$ cat config.mk
export PLATFORM = sky130hd
export DESIGN_NAME = pipe_lzc_norm
export DESIGN_NICKNAME = d
export VERILOG_FILES = /design/src/rtl/pipe_lzc_norm.sv
export SDC_FILE = /design/constraint.sdc
export NUM_CORES = 1
export LEC_CHECK = 0
export BUFFER_PORTS_ARGS = -buffer_cell sky130_fd_sc_hd__buf_2
export CELL_PAD_IN_SITES_DETAIL_PLACEMENT = 1
export CELL_PAD_IN_SITES_GLOBAL_PLACEMENT = 1
export CORE_UTILIZATION = 46
export CTS_CLUSTER_SIZE = 20
export DETAILED_ROUTE_END_ITERATION = 6
export PLACE_DENSITY_LB_ADDON = 0.1
export SYNTH_ARGS = -nofsm -noshare
export SYNTH_HDL_FRONTEND = slang
export SYNTH_SLANG_ARGS = --single-unit
$ cat constraint.sdc
create_clock -name clk -period 6.5 [get_ports clk]
set_input_delay 0.975 -clock clk [delete_from_list [all_inputs] [get_ports clk]]
set_output_delay 0.975 -clock clk [all_outputs]
set_load 0.01 [all_outputs]
$ cat src/rtl/pipe_lzc_norm.sv
// Streaming leading-zero / leading-one / sign-bit counter with left normaliser.
// Count is resolved ahead of slot 1; the barrel shift is applied entering slot 2 (slot 1 when STAGES == 1).
module pipe_lzc_norm #(
    parameter int SIZE     = 64,
    parameter int OUT_SIZE = $clog2(SIZE + 1),
    parameter int STAGES   = 2,
    parameter int TAG_W    = 4
) (
    input  logic                clk,
    input  logic                rst,
    input  logic                in_valid,
    output logic                in_ready,
    input  logic [SIZE-1:0]     din,
    input  logic [1:0]          mode,
    input  logic [TAG_W-1:0]    in_tag,
    output logic                out_valid,
    input  logic                out_ready,
    output logic [OUT_SIZE-1:0] cnt,
    output logic [SIZE-1:0]     norm,
    output logic                zero,
    output logic [TAG_W-1:0]    out_tag
);

    localparam int LEVELS  = ($clog2(SIZE) + 1) / 2;
    localparam int P       = 1 << (2 * LEVELS);
    localparam int CW      = 2 * LEVELS;
    localparam int SH_SLOT = (STAGES >= 2) ? 2 : 1;

    // 4-way priority tree; returns {found, position of first 1 counted from the MSB}.
    function automatic logic [CW:0] lzc_tree(input logic [P-1:0] w);
        logic [P-1:0]  v;
        logic [P-1:0]  v_n;
        logic [CW-1:0] p   [P];
        logic [CW-1:0] p_n [P];
        logic          found_g;
        v = w;
        for (int i = 0; i < P; i++) p[i] = '0;
        for (int l = 0; l < LEVELS; l++) begin
            v_n = '0;
            for (int i = 0; i < P; i++) p_n[i] = '0;
            for (int g = 0; g < (P >> (2 * (l + 1))); g++) begin
                found_g = 1'b0;
                for (int j = 3; j >= 0; j--) begin
                    if (!found_g && v[4*g+j]) begin
                        found_g = 1'b1;
                        p_n[g]  = CW'((3 - j) << (2 * l)) + p[4*g+j];
                    end else begin
                        found_g = found_g;
                    end
                end
                v_n[g] = found_g;
            end
            v = v_n;
            p = p_n;
        end
        return {v[0], p[0]};
    endfunction

    function automatic logic [SIZE-1:0] barrel(input logic [SIZE-1:0] d, input logic [OUT_SIZE-1:0] sh);
        logic [SIZE-1:0] r;
        r = d;
        for (int b = 0; b < OUT_SIZE; b++) begin
            if (sh[b]) r = r << (1 << b);
            else       r = r;
        end
        return r;
    endfunction

    logic [SIZE-1:0]     srch_s;
    logic [P-1:0]        pad_s;
    logic [OUT_SIZE-1:0] lim_s;
    logic [CW:0]         tree_s;
    logic [OUT_SIZE-1:0] cnt0_s;
    logic                zero0_s;

    // CLS searches the bits below the MSB for the first one differing from the sign.
    always_comb begin
        case (mode)
            2'b01: begin
                srch_s = ~din;
                lim_s  = OUT_SIZE'(SIZE);
            end
            2'b10: begin
                srch_s = {din[SIZE-2:0] ^ {(SIZE-1){din[SIZE-1]}}, 1'b0};
                lim_s  = OUT_SIZE'(SIZE - 1);
            end
            default: begin
                srch_s = din;
                lim_s  = OUT_SIZE'(SIZE);
            end
        endcase
        pad_s  = P'(srch_s) << (P - SIZE);
        tree_s = lzc_tree(pad_s);
        if (!tree_s[CW] || (int'(tree_s[CW-1:0]) >= int'(lim_s))) begin
            cnt0_s  = lim_s;
            zero0_s = 1'b1;
        end else begin
            cnt0_s  = OUT_SIZE'(tree_s[CW-1:0]);
            zero0_s = 1'b0;
        end
    end

    logic [STAGES:1]                v_q, v_d;
    logic [STAGES:1][SIZE-1:0]      dat_q, dat_d;
    logic [STAGES:1][OUT_SIZE-1:0]  cnt_q, cnt_d;
    logic [STAGES:1]                zero_q, zero_d;
    logic [STAGES:1][TAG_W-1:0]     tag_q, tag_d;
    logic [STAGES:1]                rdy_s;

    // Index 0 is the incoming word, indices 1..STAGES are the slot registers.
    logic [STAGES:0]                v_s;
    logic [STAGES:0][SIZE-1:0]      dat_s;
    logic [STAGES:0][OUT_SIZE-1:0]  cnt_s;
    logic [STAGES:0]                zero_s;
    logic [STAGES:0][TAG_W-1:0]     tag_s;

    assign v_s    = {v_q, in_valid};
    assign dat_s  = {dat_q, din};
    assign cnt_s  = {cnt_q, cnt0_s};
    assign zero_s = {zero_q, zero0_s};
    assign tag_s  = {tag_q, in_tag};

    // Backward ready chain: a slot can load when empty or when its successor moves.
    always_comb begin
        rdy_s[STAGES] = out_ready | ~v_q[STAGES];
        for (int k = STAGES - 1; k >= 1; k--) begin
            rdy_s[k] = ~v_q[k] | rdy_s[k+1];
        end
    end

    assign in_ready = rdy_s[1] & ~rst;

    // Slot advance; payload only loads with a valid word so stalled outputs hold.
    always_comb begin
        v_d    = v_q;
        dat_d  = dat_q;
        cnt_d  = cnt_q;
        zero_d = zero_q;
        tag_d  = tag_q;
        for (int k = 1; k <= STAGES; k++) begin
            if (rdy_s[k]) begin
                v_d[k] = v_s[k-1];
                if (v_s[k-1]) begin
                    dat_d[k]  = (k == SH_SLOT) ? barrel(dat_s[k-1], cnt_s[k-1]) : dat_s[k-1];
                    cnt_d[k]  = cnt_s[k-1];
                    zero_d[k] = zero_s[k-1];
                    tag_d[k]  = tag_s[k-1];
                end else begin
                    dat_d[k] = dat_q[k];
                end
            end else begin
                v_d[k] = v_q[k];
            end
        end
    end

    // Slot registers, cleared asynchronously.
    always_ff @(posedge clk or posedge rst) begin
        if (rst) begin
            v_q    <= '0;
            dat_q  <= '0;
            cnt_q  <= '0;
            zero_q <= '0;
            tag_q  <= '0;
        end else begin
            v_q    <= v_d;
            dat_q  <= dat_d;
            cnt_q  <= cnt_d;
            zero_q <= zero_d;
            tag_q  <= tag_d;
        end
    end

    assign out_valid = v_s[STAGES];
    assign cnt       = cnt_s[STAGES];
    assign norm      = dat_s[STAGES];
    assign zero      = zero_s[STAGES];
    assign out_tag   = tag_s[STAGES];

endmodule

After elaboration in Yosys (flattened, before gate mapping)
Cells that the tools add are included.
{ "totals": {"regBits": 154, "inputBits": 74, "output_inout_bits": 78, "wordCells": 329} }
{ "op_classes": {"addsub": 15, "magnitude_cmp": 1, "eq_ne": 2, "muxes": 163, "bitwise": 8, "n_reduce_logical": 130} }
{ "ops": {"columns": ["cell", "count"], "rows": [
  ["$mux 64", 7],
  ["$mux 6", 42],
  ["$pmux 64 s2", 1],
  ["$mux 1", 101],
  ["$logic_not 1->1", 64],
  ["$not 64->64", 1],
  ["$logic_and 1x1->1", 63],
  ["$xor 63x63->63", 1],
  ["$add 4x6->6 const A", 6],
  ["$add 3x6->6 const A", 4],
  ["$mux 2", 10],
  ["$mux 7", 2],
  ["$add 6x6->6 const A", 2],
  ["$add 4x2->5 const A", 2],
  ["$ge 6x7->1", 1],
  ["$add 5x6->6 const A", 1],
  ["$reduce_and 2->1", 2],
  ["$not 1->1", 3],
  ["$eq 2x1->1 const B", 1],
  ["$eq 2x2->1 const B", 1],
  ["$or 1x1->1", 2],
  ["$and 1x1->1", 1],
  ["$logic_or 1x1->1", 1]
]} }

Longest topological paths before layout
Gate-level depths: netlist (run 1).
{ "logic_depth": {"depth_word": 35, "mapped_depth": 26, "mapped_depth_nobuf": 21} }

Worst setup path before layout (run 1)
OpenSTA, ideal clock, no wires.
{ "synth_timing": {"kind": "input -> register", "startpoint": "input mode[0]", "endpoint": "register cnt_q[6] (netlist name)", "setup_ps": 118, "t_arrival_ps": 5072, "required_ps": 6382, "setup_slack_ps": 1310, "path_stages": 24, "path_buffers": 4, "cell_sequence": "inv_1 > ha_1 > buf_6 > buf_6 > buf_2 > buf_2 > a221oi_1 > nand4_1 > a311oi_1 > nor2_1 > o31ai_1 > o211ai_1 > a21oi_1 > inv_1 > ha_1 > nor2b_1 > o21a_1 > o21a_1 > o21a_1 > o21ai_0 > o221ai_4 > nand2_2 > nor2_2 > a21o_1"} }
{ "synth_between": {"elab_chain_cells": 35, "word_cells_on_any_way": 301, "cone_classes": "15 x add/sub; 1 x order compare; 2 x eq/ne; 155 x mux; 128 x reduce/logical"} }
{ "synth_rtl": {"columns": ["element", "line", "source"], "rows": [
  ["start: declaration", "14", "input logic [1:0] mode,"],
  ["branches (longest 34 deep; another with $pmux 64 s2)", null, null],
  ["$mux 7 *", "94", "if (!tree_s[CW] || (int'(tree_s[CW-1:0]) >= int'(lim_s))) begin"],
  ["end signal: assignment", "168", "cnt_q <= cnt_d;"],
  ["end: declaration", "105", "logic [STAGES:1][OUT_SIZE-1:0] cnt_q, cnt_d;"]
]} }
Every way passes the cells marked *.
A chain may end at the register's enable or synchronous reset.

Final worst setup path (run 1)
Same ends and word-level chain as after synthesis.

==> metrics.txt, run 1 <==
status finished, final reports clean; core area approximately 27000 um2; FMAX about 180 MHz; Internal ~2600 uW; Storage cell area a little under 4000 um2; critical path type in2reg; Synth area leader dfrtp_1; Clk pwr share between 20% and 30%; DRT iter0 DRCs about 700; worst vdd ir approximately 0.19 mV; row count 60; Mapped Cells 1490; worst hold stages 2; Seq pwr share 32.0%; Net Switching around 1900 uW; Avg Cell Area, Syn between 8 and 9 um2; clock buffer depth 2; layout cells sized above 1 20.7%; die height about 170 um; Distinct cells, synth 70; GRT Overall Usage between 20% and 30%; first-pass GRT wire length around 63 mm; Clock Latency Late Sink approximately 0.43 ns; Final min period between 5 and 6 ns; CP delay by family, top compound AO/OA/AOI/OAI gates; EDFF count, synth 0; Vias per Instance slightly below 6; drt pass-1 iters 5; wire per inst approximately 21 um; area fraction of the dominant cell type after synthesis 30.0%; max-slew violation count 0; CP max stage cell nor2b_4; Hold EP norm[62]$_DFFE_PP0P_; port bufs around 150; Final Hold Slack ~0.47 ns; DRT antenna net count 0; Layout area overhead 6.65%; Synth Flop Type dfrtp_1; CP dominant cell by count o21a_1; Gate power share 45.1%; CTS Buf Count 17; post-synthesis instance area 12800 um2; initial core utilization roughly 47%; largest net degree at the start of global routing 95; hold_buf cts 0; Nets about 1600; Post-Syn Nets between 1500 and 2000; post-CTS sizing 0; Slew HR a little under a quarter; Fin. Hold Viols 0; Root Buffer clkbuf_16; DRC viols 0; Post-DP HPWL between 20 and 30 mm; vias in the first global route approximately 11000; initial antenna violation count 1; post-synthesis sequential element count around 150; area taken by multi-input logic gates 7770 um2; period utilization around 87%; final wirelength between 30 and 40 mm; PD cells around 330 nW/um2; Reg-to-Reg End norm[56]$_DFFE_PP0P_; crit path buf inv count 3; leakage power roughly 0.0063 uW; ys async rst share 100%; crit-path max FO 42; HP Class reg2reg; io pins between 150 and 200; register area share after synthesis between 20 and 30%; TNS Setup 0 ns; Slew @ Worst Pin ~1.1 ns; Critical Path, Cell by Cell buf_2 -> inv_1 -> ha_4 -> nor2b_4 -> a221oi_1 -> nand4bb_1 -> nand2b_1 -> nor3_1 -> a211oi_1 -> o211ai_1 -> a21oi_1 -> inv_1 -> ha_1 -> nor2b_1 -> o21a_1 -> o21a_1 -> o21a_1 -> o21ai_0 -> o221ai_4 -> nand2_2 -> nor2_2 -> a21o_1; r2r worst-path depth 8; H-tree depth 4; R2R Path Start cnt_q[0]$_DFFE_PP0P_; crit path DAT about 6 ns; CP peak stage delay 0.86 ns; Placer Congestion around 0.92; CTS tree yes; Warnings, synthesis 0; chip width approximately 170 um; CTS Sinks 154; commonest cells in the netlist 386 x nand2_1, 154 x dfrtp_1, 86 x o21ai_0; Crit path depth 22; Total Die Area 28600 um2; reg2reg setup slack between 2 and 3 ns; final setup violation count 0; Ant. Diodes 0; Overflow after GRT 0; number of fill cells in the layout around 3300; Worst-path clk slew 0.07 ns; count leader, synth nand2_1; hold_sp norm[62]$_DFFE_PP0P_; number of post-CTS setup repair buffers 0; CP startpoint kind input port; Worst setup EP type register; max cap viols 0; WP data required roughly 7 ns; RSZ-0062 raised after global routing false; top post-synthesis cells by area dfrtp_1 30%, nand2_1 11%, mux4_2 8.2%; Clock Skew approximately 0.0087 ns; via count between 10000 and 15000; Net Sw Frac between 40% and 50%
-- flip-flops by register name (all words and copies together) (netlist names) --
name / cells
v_q: 2
cnt: 7
tag_q: 4
out_tag: 4
zero_q: 2
cnt_q: 7
norm: 64
dat_q: 64
-- kinds of logic (layout without fill, tap and decap cells) --
family | Yosys count | in the layout | synth area share, %
fa+ha+maj | 9 | 9 | 0.877
mux | 151 | 151 | 16.6
xor+xnor | 62 | 62 | 4.23
buf+inv | 214 | 221 | 9.62
flops | 154 | 154 | 30.0
simple gates | 587 | 587 | 21.3
compound gates | 313 | 313 | 17.3
-- power groups by stage --
| stage | clock [uW] | sequential (uW) | combinational (uW) |
|---|---|---|---|
| floorplan | 0 | 1340 | 1690 |
| CTS | 1050 | 1450 | 2030 |
| global route | 1090 | 1490 | 2210 |
| global placement | 0 | 1450 | 1980 |
| detailed placement | 0 | 1460 | 2020 |
| finish | 1030 | 1440 | 2030 |
-- worst max-delay path by stage --
stage	start	endpoint	slack, ns
6_report	mode[0]	cnt_q[6]$_DFFE_PP0P_	0.85
5_1_grt	mode[0]	cnt_q[6]$_DFFE_PP0P_	0.56
4_1_cts	mode[0]	cnt_q[6]$_DFFE_PP0P_	0.91
3_5_place_dp	mode[0]	cnt_q[6]$_DFFE_PP0P_	0.45
3_3_place_gp	mode[0]	cnt_q[6]$_DFFE_PP0P_	0.67
2_1_floorplan	mode[0]	cnt_q[6]$_DFFE_PP0P_	1.31
-- layout by cell type, fill, tap and decap left out, drive strengths merged, types with 11 or more instances in the layout --
cell	netlist	layout
nand2	387	387
buf	125	169
dfrtp	154	154
o21ai	92	92
mux2i	73	73
xor2	62	62
nor2	62	62
nor3b	54	54
mux4	47	47
a21oi	42	42
a221oi	38	38
a221o	35	35
mux2	31	31
inv	19	29
a22o	27	27
nor2b	19	19
clkbuf	69	17
o22ai	14	14
a211oi	12	12
nor3	11	11
-- routing by layer --
layer | global-route usage, % | part of all wire (%)
met3 | 3.13 | 3.3
met5 | 0 | 0
met1 | 38.6 | 47
met2 | 46.0 | 47
met4 | 9.91 | 2.9
-- worst min-delay path: cells and delay by family, from the launching register on --
family           cells  cell delay (ns)
AND/OR/NAND/NOR      2             0.10
flip-flops           1             0.34
-- final cells by class --
class                      count  share of cell area, %
clock buffer                  17                   3.11
inverter                      20                  0.584
tap                          372                   3.40
timing repair buffer         169                   6.70
multi-input combinational   1122                   56.7
sequential                   154                   28.2
clock inverter                15                   1.29
-- per-stage QoR --
step           cells  setup slack [ns]  util, %  cell area, um2  power [uW]
2_1_floorplan   1490              1.31        -           12800        3030
3_3_place_gp    1837             0.666     48.2           13100        3430
3_5_place_dp    1837             0.448     48.2           13100        3480
4_1_cts         1869             0.908     50.4           13700        4530
5_1_grt         1869             0.558     50.4           13700        4790
6_report        1869             0.845     50.4           13700        4510
No activity file was read; power rests on OpenSTA's default activity.
==> run 2: changes to the inputs <==
Settings changed: CORE_UTILIZATION 46 to 47, CTS_BUF_LIST from default to sky130_fd_sc_hd__clkbuf_8, CTS_CLUSTER_SIZE 20 to 25, GPL_TIMING_DRIVEN from default to 0.
==> run 2 against run 1 <==
  * Sequential cell count stayed put
  * Global-route usage is 5.4 points higher
  * Setup slack worse by 0.26 ns
  * Total power is 2.5% higher
  * Critical endpoint is now cnt_q[0]$_DFFE_PP0P_
  * Largest cell class unchanged
  * Largest power group unchanged
  * Highest routed layer unchanged
==> metrics.txt, run 2 (synthesis results as in run 1) <==
Overflow after GRT 0; Slew HR 27.6%; GRT Max-Usage Layer met2; Total Die Area 28000 um2; Net Switching 2010 uW; crit path DAT around 6.3 ns; CTS Buf Count 17; CTS tree yes; initial core utilization between 40% and 50%; Final Hold Slack around 0.48 ns; met3 global-route usage 4.09%; Post-DP HPWL between 30 and 40 mm; clock buffer depth 2; CP max stage cell clkbuf_1; M1 GR Usage approximately two fifths; max-slew violation count 0; critical path type in2reg; FMAX approximately 170 MHz; worst hold stages 2; CTS Sinks roughly 150; r2r worst-path depth 10; Crit. Startpoint mode[1]; HP Class reg2reg; final setup violation count 0; wire per inst 22.9 um; PD cells 320 nW/um2; final wirelength ~46 mm; drt pass-1 iters 7; Final min period 5.91 ns; reg2reg setup slack between 2 and 3 ns; crit path buf inv count 7; Fin. Hold Viols 0; Reg-to-Reg End norm[56]$_DFFE_PP0P_; Hold EP tag_q[0]$_DFFE_PP0P_; largest net degree at the start of global routing about 80; Clock Latency Late Sink slightly below 0.5 ns; Net Sw Frac between 40% and 50%; H-tree depth 4; Root Buffer clkbuf_8; post-CTS sizing 0; most frequent cells in the layout 386 x nand2_1, 163 x buf_2, 154 x dfrtp_1; TNS Setup 0 ns; Crit path depth 24; DRT antenna net count 0; Clk pwr share 16.4%; initial antenna violation count 0; Nets 1743; vias in the first global route about 12000; chip width 167 um; Worst-path clk slew about 0.10 ns; CP delay by family, top compound AO/OA/AOI/OAI gates; CP dominant cell by count clkbuf_1; Layout area overhead 12.5%; DRC viols 0; RSZ-0062 raised after global routing false; Vias per Instance between 6 and 7; Seq pwr share between 30% and 40%; GRT Overall Usage ~33%; Gate power share a little over half; WP data required about 6.9 ns; DP Area 14100 um2; Placer Congestion roughly 1; worst vdd ir 0.141 mV; max cap viols 0; io pins roughly 150; Final Util between 50 and 60%; R2R Path Start cnt_q[0]$_DFFE_PP0P_; DRT iter0 DRCs 787; CP peak stage delay 0.44 ns; number of post-CTS setup repair buffers 0; row count 60; hold_sp tag_q[0]$_DFFE_PP0P_; leakage power ~0.0068 uW; via count roughly 12000; post-route cell area between 10000 and 15000 um2; GRT met2 Usage 58.1%; hold_buf cts 0; first-pass GRT wire length slightly above 70 mm; period utilization about nine tenths; Ant. Diodes 0; Clock Skew around 0.012 ns; Slew @ Worst Pin 1.07 ns; layout cells sized above 1 23.1%; Worst setup EP type register; port bufs 150; Internal about 2600 uW; crit-path max FO 10; die height 167 um; core area 26900 um2; most common cell after layout, fill and taps aside nand2_1; CP startpoint kind input port; number of fill cells in the layout between 3000 and 4000; status finished, final reports clean; Critical Path, Cell by Cell buf_2 -> inv_1 -> ha_1 -> clkbuf_1 -> clkbuf_1 -> clkbuf_1 -> clkbuf_1 -> a221oi_1 -> o22ai_1 -> nor2_1 -> o211ai_1 -> nand2_1 -> o31ai_1 -> a21oi_1 -> inv_1 -> ha_1 -> nor2b_1 -> o21a_1 -> o21a_1 -> o21a_1 -> o21ai_0 -> o221ai_4 -> o31ai_1 -> o21ai_1
==> run 2: cell types whose count changed in the layout (fill, tap and decap cells not counted), moves of 11 or more <==
cell	change
buf_1	+22
buf_2	+13
buf_4	+59
buf_6	+11
clkbuf_1	+69
clkbuf_16	-17
clkbuf_8	+18
==> run 2: routing by layer <==
| metal | up-vias | routed length, um |
|---|---|---|
| li1 | 5589 | - |
| met1 | 6010 | 19200 |
| met2 | 397 | 22900 |
| met3 | 119 | 1860 |
| met4 | 0 | 2250 |
| met5 | - | 0 |
==> run 2: final cells by class <==
class                   count  area, um2  share of cell area [%]
plain buffers             194       1160                    8.03
multi-input cells        1122       7760                    53.7
flip-flops and latches    154       3850                    26.7
well taps                 341        427                    2.95
repair buffers            151        778                    5.39
clock inverters            14        148                    1.02
inverters                  20       80.1                   0.554
clock buffers              18        248                    1.71
==> run 2: per-stage QoR <==
step / setup slack (ns) / total power [uW] / std cells
finish: 0.589 / 4630 / 2014
global route: 0.217 / 4890 / 2014
CTS: 0.679 / 4620 / 2014
detailed placement: 0.0893 / 3860 / 1982
global placement: -0.260 / 3770 / 1981
floorplan: 1.31 / 3030 / 1490
==> run 2: how the worst max path moves through the flow <==
| stage | slack [ns] | to |
|---|---|---|
| global route | 0.22 | cnt_q[5]$_DFFE_PP0P_ |
| detailed placement | 0.09 | cnt_q[0]$_DFFE_PP0P_ |
| global placement | -0.26 | dat_q[32]$_DFFE_PP0P_ |
| floorplan | 1.31 | cnt_q[6]$_DFFE_PP0P_ |
| CTS | 0.68 | cnt_q[0]$_DFFE_PP0P_ |
| finish | 0.59 | cnt_q[0]$_DFFE_PP0P_ |
==> run 2: tightest hold or removal path: cells and delay by family, from the launching register on <==
family | cells | cell delay (ns)
AND/OR/NAND/NOR | 2 | 0.10
flip-flops | 1 | 0.35
==> run 2: power groups by stage <==
stage,logic [uW],clock network (uW),registers (uW)
finish,2470,758,1390
global route,2660,806,1430
CTS,2450,768,1400
detailed placement,2440,0,1410
global placement,2380,0,1400
floorplan,1690,0,1340
